[src/rtl/pulse_gen_pkg.sv]
// Shared constants and types for the programmable pulse generator.
package pulse_gen_pkg;

    localparam int unsigned DEF_CNT_WIDTH = 38;
    localparam int unsigned DEF_REP_WIDTH = 16;
    localparam int unsigned MODE_WIDTH    = 2;

    localparam logic [MODE_WIDTH-1:0] MODE_ONESHOT  = 2'd0;
    localparam logic [MODE_WIDTH-1:0] MODE_RETRIG   = 2'd1;
    localparam logic [MODE_WIDTH-1:0] MODE_BURST    = 2'd2;
    localparam logic [MODE_WIDTH-1:0] MODE_RESERVED = 2'd3;

    typedef enum logic [1:0] {
        ST_IDLE   = 2'd0,
        ST_OFFSET = 2'd1,
        ST_HIGH   = 2'd2,
        ST_GAP    = 2'd3
    } state_t;

    // Mode 3 is reserved and never starts a sequence.
    function automatic logic mode_valid(input logic [MODE_WIDTH-1:0] mode);
        return mode != MODE_RESERVED;
    endfunction

endpackage

[src/rtl/pulse_generator_prog_tick_down_counter.sv]
// Loadable down-counter that stops at zero; shared by all timed phases.
module tick_down_counter #(
    parameter int unsigned WIDTH = 8
) (
    input  logic             clk,
    input  logic             rst,
    input  logic             load,
    input  logic [WIDTH-1:0] load_value,
    input  logic             enable,
    output logic             zero_c
);

    logic [WIDTH-1:0] count;

    // Load has priority over counting; the count holds once it reaches zero.
    always_ff @(posedge clk) begin
        if (rst) begin
            count <= '0;
        end else if (load) begin
            count <= load_value;
        end else if (enable && (count != '0)) begin
            count <= count - WIDTH'(1);
        end
    end

    assign zero_c = (count == '0);

endmodule

[src/rtl/pulse_generator_prog.sv]
// Runtime-programmable delayed pulse generator: one-shot, retriggerable or periodic burst.
module pulse_generator_prog
    import pulse_gen_pkg::*;
#(
    parameter int unsigned CNT_WIDTH = DEF_CNT_WIDTH,
    parameter int unsigned REP_WIDTH = DEF_REP_WIDTH
) (
    input  logic                  i_Clk,
    input  logic                  i_Rst,
    input  logic                  i_Trigger,
    input  logic                  i_Abort,
    input  logic [MODE_WIDTH-1:0] i_Mode,
    input  logic [CNT_WIDTH-1:0]  i_Offset,
    input  logic [CNT_WIDTH-1:0]  i_Width,
    input  logic [CNT_WIDTH-1:0]  i_Period,
    input  logic [REP_WIDTH-1:0]  i_Repeat,
    output logic                  o_Signal,
    output logic                  o_Busy,
    output logic                  o_Done,
    output logic                  o_Cfg_Err,
    output logic [REP_WIDTH-1:0]  o_Pulse_Count
);

    state_t state, state_next;

    logic                  trig_q;
    logic                  trig_edge;

    logic [MODE_WIDTH-1:0] mode_q;
    logic [CNT_WIDTH-1:0]  offset_q;
    logic [CNT_WIDTH-1:0]  width_q;
    logic [CNT_WIDTH-1:0]  period_q;
    logic [REP_WIDTH-1:0]  repeat_q;

    logic                  cnt_load;
    logic [CNT_WIDTH-1:0]  cnt_value;
    logic                  cnt_en;
    logic                  cnt_zero;

    logic                  accept;
    logic                  cfg_ok;
    logic                  pulse_start;
    logic                  done_set;
    logic                  burst_last;
    logic                  retrig;

    assign trig_edge  = i_Trigger & ~trig_q;
    assign cfg_ok     = (i_Width != '0) && mode_valid(i_Mode) &&
                        !((i_Mode == MODE_BURST) && (i_Period <= i_Width));
    assign burst_last = (repeat_q != '0) && (o_Pulse_Count >= repeat_q);
    assign retrig     = trig_edge && (mode_q == MODE_RETRIG);

    // One counter serves OFFSET, HIGH and GAP since only one phase runs at a time.
    tick_down_counter #(
        .WIDTH (CNT_WIDTH)
    ) u_counter (
        .clk        (i_Clk),
        .rst        (i_Rst),
        .load       (cnt_load),
        .load_value (cnt_value),
        .enable     (cnt_en),
        .zero_c     (cnt_zero)
    );

    // Trigger edge-detect register.
    always_ff @(posedge i_Clk) begin
        if (i_Rst) begin
            trig_q <= 1'b0;
        end else begin
            trig_q <= i_Trigger;
        end
    end

    // State register.
    always_ff @(posedge i_Clk) begin
        if (i_Rst) begin
            state <= ST_IDLE;
        end else begin
            state <= state_next;
        end
    end

    // Next-state, counter control and event strobes; abort outranks any trigger.
    always_comb begin
        state_next  = state;
        cnt_load    = 1'b0;
        cnt_value   = '0;
        cnt_en      = 1'b0;
        accept      = 1'b0;
        pulse_start = 1'b0;
        done_set    = 1'b0;
        if (i_Abort) begin
            state_next = ST_IDLE;
        end else begin
            unique case (state)
                ST_IDLE: begin
                    if (trig_edge) begin
                        accept = 1'b1;
                        if (cfg_ok) begin
                            cnt_load = 1'b1;
                            if (i_Offset == '0) begin
                                state_next  = ST_HIGH;
                                cnt_value   = i_Width - CNT_WIDTH'(1);
                                pulse_start = 1'b1;
                            end else begin
                                state_next = ST_OFFSET;
                                cnt_value  = i_Offset - CNT_WIDTH'(1);
                            end
                        end
                    end
                end
                ST_OFFSET: begin
                    cnt_en = 1'b1;
                    if (retrig) begin
                        cnt_load  = 1'b1;
                        cnt_value = offset_q - CNT_WIDTH'(1);
                    end else if (cnt_zero) begin
                        state_next  = ST_HIGH;
                        cnt_load    = 1'b1;
                        cnt_value   = width_q - CNT_WIDTH'(1);
                        pulse_start = 1'b1;
                    end
                end
                ST_HIGH: begin
                    cnt_en = 1'b1;
                    if (retrig) begin
                        cnt_load  = 1'b1;
                        cnt_value = width_q - CNT_WIDTH'(1);
                    end else if (cnt_zero) begin
                        if ((mode_q == MODE_BURST) && !burst_last) begin
                            state_next = ST_GAP;
                            cnt_load   = 1'b1;
                            cnt_value  = period_q - width_q - CNT_WIDTH'(1);
                        end else begin
                            state_next = ST_IDLE;
                            done_set   = 1'b1;
                        end
                    end
                end
                ST_GAP: begin
                    cnt_en = 1'b1;
                    if (cnt_zero) begin
                        state_next  = ST_HIGH;
                        cnt_load    = 1'b1;
                        cnt_value   = width_q - CNT_WIDTH'(1);
                        pulse_start = 1'b1;
                    end
                end
                default: begin
                    state_next = ST_IDLE;
                end
            endcase
        end
    end

    // Configuration is captured only in the accept cycle.
    always_ff @(posedge i_Clk) begin
        if (i_Rst) begin
            mode_q   <= MODE_ONESHOT;
            offset_q <= '0;
            width_q  <= '0;
            period_q <= '0;
            repeat_q <= '0;
        end else if (accept) begin
            mode_q   <= i_Mode;
            offset_q <= i_Offset;
            width_q  <= i_Width;
            period_q <= i_Period;
            repeat_q <= i_Repeat;
        end
    end

    // Registered outputs derived from the upcoming state and strobes.
    always_ff @(posedge i_Clk) begin
        if (i_Rst) begin
            o_Signal      <= 1'b0;
            o_Busy        <= 1'b0;
            o_Done        <= 1'b0;
            o_Cfg_Err     <= 1'b0;
            o_Pulse_Count <= '0;
        end else begin
            o_Signal <= (state_next == ST_HIGH);
            o_Busy   <= (state_next != ST_IDLE);
            o_Done   <= done_set;
            if (accept) begin
                o_Cfg_Err     <= ~cfg_ok;
                o_Pulse_Count <= pulse_start ? REP_WIDTH'(1) : '0;
            end else if (pulse_start && (o_Pulse_Count != '1)) begin
                o_Pulse_Count <= o_Pulse_Count + REP_WIDTH'(1);
            end
        end
    end

endmodule

[config.mk]
export PLATFORM = sky130hd
export DESIGN_NAME = pulse_generator_prog
export DESIGN_NICKNAME = d
export VERILOG_FILES = /design/src/rtl/pulse_gen_pkg.sv /design/src/rtl/pulse_generator_prog_tick_down_counter.sv /design/src/rtl/pulse_generator_prog.sv
export SDC_FILE = /design/constraint.sdc
export NUM_CORES = 1
export LEC_CHECK = 0
export CAP_MARGIN = 20
export CORE_UTILIZATION = 38
export CTS_CLUSTER_SIZE = 14
export DETAILED_ROUTE_END_ITERATION = 6
export PLACE_DENSITY = 0.59
export SLEW_MARGIN = 0
export SYNTH_ARGS = -nofsm -noshare
export SYNTH_HDL_FRONTEND = slang
export SYNTH_HIERARCHICAL = 1
export SYNTH_SLANG_ARGS = --single-unit
[constraint.sdc]
create_clock -name i_Clk -period 13.2 [get_ports i_Clk]
set_input_delay 2.64 -clock i_Clk [delete_from_list [all_inputs] [get_ports i_Clk]]
set_output_delay 2.64 -clock i_Clk [all_outputs]
set_load 0.02 [all_outputs]
# Yosys cells after proc, flatten, opt, wreduce, memory -nomap -nowiden
# Index checks and enable logic that the tools add are counted.
word_totals:
  mem_count: 0
  latch_bits: 0
  mem_bits_rw: 0
  mem_bits_ro: 0
  reg_bits: 193
  input_bits: 136
  out_inout_bits: 20
classes:
  div: 0
  n_shift: 0
  order_cmp: 2
  eq_ne: 9
  muxes: 46
  add_sub_neg: 8
  n_reduce_logical: 21
  mul: 0
  n_bitwise: 5
op_table:
  columns: ["operator", "n"]
  rows:
  - ["38-bit two-way mux", 11]
  - ["38-bit by 1-bit subtractor with 38-bit output, second input constant", 6]
  - ["38-bit one-hot mux with 4 select lines", 1]
  - ["38-bit zero test", 2]
  - ["38-bit nonzero test", 2]
  - ["38-bit less-or-equal comparator", 1]
  - ["38-bit subtractor", 1]
  - ["16-bit two-way mux", 2]
  - ["1-bit two-way mux", 20]
  - ["2-bit two-way mux", 9]
  - ["16-bit by 1-bit adder with 16-bit output, second input constant", 1]
  - ["16-bit greater-or-equal comparator", 1]
  - ["16-bit inequality test, second input constant", 1]
  - ["16-bit nonzero test", 1]
  - ["2-bit == test, second input constant", 5]
  - ["1-bit logical AND", 8]
  - ["2-bit one-hot mux with 4 select lines", 1]
  - ["2-bit nonzero test", 3]
  - ["5-bit OR reduction", 1]
  - ["2-bit by 1-bit == test with 1-bit output, second input constant", 2]
  - ["1-bit inverter", 4]
  - ["1-bit one-hot mux with 4 select lines", 1]
  - ["1-bit one-hot mux with 3 select lines", 1]
  - ["3-bit OR reduction", 1]
  - ["4 further kinds", 5]

# Logic depth before layout (Yosys ltp)
depth:
  word_depth: 11
  mapped_depth: 19

# Cells and area by module
# The synthesis kept the hierarchy.
modules_own_cells:
  columns: ["mod", "cells_each", "area_each_um2", "seq_area_each_um2", "instances"]
  rows:
  - ["pulse_generator_prog", 1920, 13422.9, 3103.0, 1]
  - ["tick_down_counter", 283, 2328.5, 760.7, 1]

# Least setup slack after synthesis
# OpenSTA, ideal clock, no wires.
synth_path:
  kind: "input-to-reg"
  from: "input i_Offset[5]"
  to: "register u_counter.count[34]"
  setup_time_ns: 0.137
  setup_slack_ns: 6.873
  arrival_time_ns: 6.189
  stages: 18
  cell_sequence: "clkbuf_1 -> or4_1 -> clkbuf_1 -> or2_1 -> clkbuf_1 -> nor2_1 -> clkbuf_1 -> buf_1 -> a21oi_1 -> ha_1 -> nor3b_1 -> o21ai_2 -> or4_4 -> or4_1 -> a31oi_1 -> a31oi_1 -> nor2_1 -> a211oi_1"
synth_between:
  elab_chain_cells: 7
  elab_cells_between_ends: 8
  classes_between: "add/sub: 1; mux: 6; reduce/logical: 1"
synth_lines:
  columns: ["item", "line", "rtl"]
  rows:
  - ["start: declaration", "pulse_generator_prog.sv:13", "input logic [CNT_WIDTH-1:0] i_Offset,"]
  - ["38-bit by 1-bit subtractor with 38-bit output or 38-bit zero test (tied branches)", "pulse_generator_prog.sv:107, pulse_generator_prog.sv:101", null]
  - ["38-bit two-way mux (*)", "pulse_generator_prog.sv:101", "if (i_Offset == '0) begin"]
  - ["38-bit two-way mux (*)", "pulse_generator_prog.sv:99", "if (cfg_ok) begin"]
  - ["38-bit two-way mux (*)", "pulse_generator_prog.sv:97", "if (trig_edge) begin"]
  - ["38-bit one-hot mux with 4 select lines (*)", "pulse_generator_prog.sv:95", "unique case (state)"]
  - ["38-bit two-way mux (*)", "pulse_generator_prog.sv:92", "if (i_Abort) begin"]
  - ["via cnt_value[34]", "pulse_generator_prog.sv:36", "logic [CNT_WIDTH-1:0] cnt_value;"]
  - ["38-bit two-way mux (*)", "pulse_generator_prog_tick_down_counter.sv:19", "end else if (load) begin"]
  - ["end signal: assignment", "pulse_generator_prog_tick_down_counter.sv:20", "count <= load_value;"]
  - ["end signal: assignment", "pulse_generator_prog_tick_down_counter.sv:22", "count <= count - WIDTH'(1);"]
  - ["end: declaration", "pulse_generator_prog_tick_down_counter.sv:13", "logic [WIDTH-1:0] count;"]
# The timed path passes the listed nets; every way through them passes the cells marked *.
# A chain may end at the register's enable or synchronous reset.

# Final worst setup path
layout_path:
  from: "input i_Width[20]"
  to: "register u_counter.count[33]"
layout_between:
  elab_chain_cells: 9
  elab_cells_between_ends: 18
  classes_between: "add/sub: 1; order compare: 1; mux: 10; reduce/logical: 6"
layout_lines:
  columns: ["item", "line", "rtl"]
  rows:
  - ["start: declaration", "pulse_generator_prog.sv:14", "input logic [CNT_WIDTH-1:0] i_Width,"]
  - ["38-bit less-or-equal comparator", "pulse_generator_prog.sv:49", "!((i_Mode == MODE_BURST) && (i_Period <= i_Width));"]
  - ["1-bit logical AND", "pulse_generator_prog.sv:49", null]
  - ["1-bit zero test", "pulse_generator_prog.sv:49", null]
  - ["1-bit logical AND (*)", "pulse_generator_prog.sv:48", "assign cfg_ok = (i_Width != '0) && mode_valid(i_Mode) &&"]
  - ["1-bit two-way mux (*)", "pulse_generator_prog.sv:99", null]
  - ["1-bit two-way mux (*)", "pulse_generator_prog.sv:97", null]
  - ["1-bit one-hot mux with 4 select lines (*)", "pulse_generator_prog.sv:95", null]
  - ["1-bit two-way mux (*)", "pulse_generator_prog.sv:92", null]
  - ["via cnt_load", "pulse_generator_prog.sv:35", "logic cnt_load;"]
  - ["38-bit two-way mux or 2-bit nonzero test (tied branches)", null, null]
# Marks and branches as above.

==> flow_metrics.py <==
metrics = {
    "clock_network": {
        "cts_inserted_buffers": 17,
        "path_clk_slew_ns": 0.08,
        "cts-root-buf": "clkbuf_16",
        "cts_tree": "built",
        "cts.repair.resized": 0,
        "postCtsSetupRepairBufs": 0,
        "cts.htree.levels": 4,
        "cts_sinks": 193,
        "clockBufferDepth": 2,
        "cts-hold-fix-buffers": 0,
        "worstSkewPairLatency_ns": 0.49,
    },
    "routing": {
        "via_per_inst": 6.06,
        "antenna_left": 0,
        "drc_errors": 0,
        "avgRoutedWirePerCell_um": 22.3,
        "drt-initial-drc-count": 1586,
        "firstDrtPassIters": 5,
        "vias": 17200,
        "wl_um": 63300,
    },
    "yosys": {
        "ys_types": 85,
        "ys.flop_type": "dfxtp_1",
        "syn_area_per_cell_um2": 7.15,
        "synth_nets": 2440,
        "synth_warnings": 6,
        "synth_cells": 2203,
        "synth_edf_count": 0,
        "synthArstFlopShare": 0,
        "synth-seq-cells": 193,
        "yosysSeqAreaShare": 0.245,
        "syn_area_mm2": 0.0158,
    },
    "critical_path": {
        "timing.critical_path.mode_cell": "buf_4",
        "start_kind": "primary input",
        "crit_family": "buffers and inverters",
        "required_ns": 13.56,
        "path_buf_inv": 7,
        "reg2reg_depth": 14,
        "critPathSlowestCell": "clkdlybuf4s50_1",
        "r2r-end": "u_counter/count[28]",
        "path_cells": "clkdlybuf4s50_1 > inv_1 > ha_1 > nand4_1 > nor3_1 > a41oi_1 > o221ai_1 > a21o_1 > nor3_2 > buf_4 > nor2_1 > buf_4 > a21oi_1 > buf_4 > inv_1 > buf_4 > nor2_1 > a2111oi_0",
        "critPathMaxFanout": 59,
        "r2r_start": "width_q[0]",
        "cp_slowest_stage_delay_ns": 0.75,
        "r2r_setup_slack_ns": 8.56,
        "arrival_ns": 7.79,
        "cp-end-kind": "flip-flop",
        "crit_type": "primary input to flip-flop",
    },
    "outcome": {
        "outcome": "complete, no violations",
    },
    "timing": {
        "tightest_slew_ns": 1.15,
        "fmax_ghz": 0.135,
        "relSlewSlack": 0.235,
        "period_minus_slack_ns": 7.43,
        "hold_viol": 0,
        "final_max_slew_viol_count": 0,
        "grt_setup_unrepaired": "no",
        "fin_skew_ns": 0.0244,
        "fin_tns_setup_ns": 0,
        "fin_crit_sh": 0.563,
        "setup_viol": 0,
    },
    "place": {
        "place_inst": 2806,
        "place.gp.congestion": 0.954,
        "port_buffers": 155,
        "hpwlAfterDp_um": 48200,
        "dpl_cell_area_mm2": 0.0178,
    },
    "power_and_ir_drop": {
        "clockPowerShare": 0.302,
        "switching_share": 0.394,
        "ir_drop_mv": 0.0872,
        "internal_power_mw": 1.15,
        "p_sw_uw": 748,
        "powerDensity_mw_per_mm2": 103,
        "combPwrFrac": 0.357,
        "leakagePower_nw": 6.91,
        "finalPower_mw": 1.90,
        "power_frac_seq": 0.342,
    },
    "cells_and_area": {
        "drive_gt1_frac": 0.0472,
        "multi_input_area_mm2": 0.0110,
        "regArea_mm2": 0.00386,
        "num-fill-cells": 4218,
        "nets": 2531,
        "final_cell_count_no_fill": 2841,
        "area_growth_pct": 16.8,
        "finalInstanceArea_mm2": 0.0184,
    },
    "grt": {
        "grt_pass1_wl_um": 96600,
        "grtUsageTotal": 0.300,
        "grt_start_max_net_pins": 96,
        "overflow": 0,
        "grt_pass1_vias": 16000,
        "antenna_found_initial": 1,
    },
    "run": {
        "drv_cap": 0,
    },
    "floorplan": {
        "start_util": 0.386,
        "chipWidth_um": 206,
        "io_pins": 156,
        "fp.dieH_um": 206,
        "die_area_mm2": 0.0423,
        "rows": 74,
        "core-area_mm2": 0.0408,
    },
    "min_path": {
        "whs_endpoint": "width_q[16]",
        "hold_path_depth": 2,
        "worst_hold_path_type": "flip-flop to flip-flop",
        "holdCritStartpoint": "width_q[16]",
    },
}
synthesized netlist by cell type (all sizes together) (5+ instances only):
cell type / count / share of area
nand2: 351 / 0.084
a21oi: 295 / 0.094
dfxtp: 193 / 0.25
nor2: 150 / 0.036
inv: 123 / 0.029
xnor2: 101 / 0.056
ha: 100 / 0.079
clkbuf: 92 / 0.022
nor3: 75 / 0.024
o21ai: 72 / 0.024
a211oi: 56 / 0.027
a21o: 48 / 0.023
nor4: 47 / 0.021
or3: 47 / 0.019
or4: 40 / 0.020
xor2: 38 / 0.021
nand3: 37 / 0.012
nand4: 25 / 0.010
o22ai: 24 / 0.0095
a2111oi: 19 / 0.011
and3: 17 / 0.0068
buf: 17 / 0.0052
o211ai: 16 / 0.0079
nand2b: 15 / 0.0060
o21a: 14 / 0.0067
a221oi: 13 / 0.0072
a31oi: 13 / 0.0052
o21bai: 12 / 0.0057
or2: 12 / 0.0048
o31ai: 10 / 0.0048
o2111ai: 9 / 0.0050
mux2i: 8 / 0.0051
o31a: 8 / 0.0045
nand4b: 7 / 0.0039
a311oi: 6 / 0.0033
and2: 6 / 0.0024
nor3b: 6 / 0.0029
or4b: 6 / 0.0038
a211o: 5 / 0.0028
and4: 5 / 0.0028
nand3b: 5 / 0.0024
nor2b: 5 / 0.0020
nor4b: 5 / 0.0032
placed cells by master (no fill, tap or decap), types with 19 or more instances in the layout:
cell type        count
a2111oi_0           19
a211oi_1            55
a21o_1              48
a21oi_1            295
buf_4               29
clkdlybuf4s50_1    154
dfxtp_1            193
ha_1                99
inv_1              123
nand2_1            349
nand3_1             36
nand4_1             24
nor2_1             149
nor3_1              74
nor4_1              44
o21ai_0             67
o22ai_1             23
or3_1               44
or4_1               36
xnor2_1            101
xor2_1              38
worst register-to-register path: cells and delay by family (launching register included):
kind / cells / cell delay, ns
simple gates: 5 / 1.57
buf+inv: 1 / 0.11
compound gates: 6 / 1.63
flops: 1 / 0.50
fa+ha+maj: 2 / 0.72
how the worst max path moves through the flow:
stage | endpoint | from | cells past startpoint | slack (ns)
final | u_counter/count[33] | i_Width[20] | 18 | 5.77
after CTS | u_counter/count[33] | i_Width[13] | 16 | 5.72
after floorplan | u_counter/count[34] | i_Offset[5] | 18 | 6.87
after global placement | u_counter/count[33] | i_Width[13] | 16 | 5.41
after global routing | u_counter/count[33] | i_Width[20] | 18 | 5.46
after detailed placement | u_counter/count[33] | i_Width[13] | 16 | 5.21
kinds of logic after synthesis:
| logic type | synth area share |
|---|---|
| simple gates | 0.268 |
| compound gates | 0.263 |
| buf+inv | 0.0584 |
| flops | 0.245 |
| xor+xnor | 0.0773 |
| fa+ha+maj | 0.0807 |
| mux | 0.00723 |
routing by layer:
metal | GRT usage | vias up | routed length [um]
met5 | 0 | - | 0
met4 | 0.110 | 0 | 2210
met3 | 0.0462 | 118 | 4710
met2 | 0.465 | 777 | 28000
met1 | 0.416 | 8173 | 28400
li1 | - | 8157 | -
per-stage QoR:
step | hold slack [ns] | setup WS [ns] | util
4_1_cts | 0.459 | 5.72 | 0.450
3_3_place_gp | 0.445 | 5.41 | 0.435
2_1_floorplan | 0.436 | 6.87 | -
6_report | 0.466 | 5.77 | 0.451
3_5_place_dp | 0.449 | 5.21 | 0.435
5_1_grt | 0.484 | 5.46 | 0.450
power by group through the flow:
stage | Combinational [mW] | Clock [mW] | Sequential [mW]
floorplan | 0.448 | 0 | 0.651
global placement | 0.655 | 0 | 0.660
detailed placement | 0.658 | 0 | 0.661
CTS | 0.663 | 0.583 | 0.647
global route | 0.730 | 0.604 | 0.653
finish | 0.677 | 0.572 | 0.648
state kept, by name (all words and copies together), names as in the netlist:
signal,flops
u_counter/count,38
mode_q,2
trig_q,1
width_q,38
state,2
repeat_q,16
offset_q,38
o_Busy,1
o_Cfg_Err,1
period_q,38
o_Signal,1
o_Pulse_Count,16
o_Done,1
cell type report:
cell class                      count  area share
Clock inverter                     15      0.0110
Multi-Input combinational cell   1774       0.598
Inverter                          124      0.0253
Tap cell                          532      0.0362
Timing Repair Buffer              184      0.0962
Clock buffer                       17      0.0231
Antenna cell                        2    0.000272
Sequential cell                   193       0.210
Power figures use the tool's default switching activity.
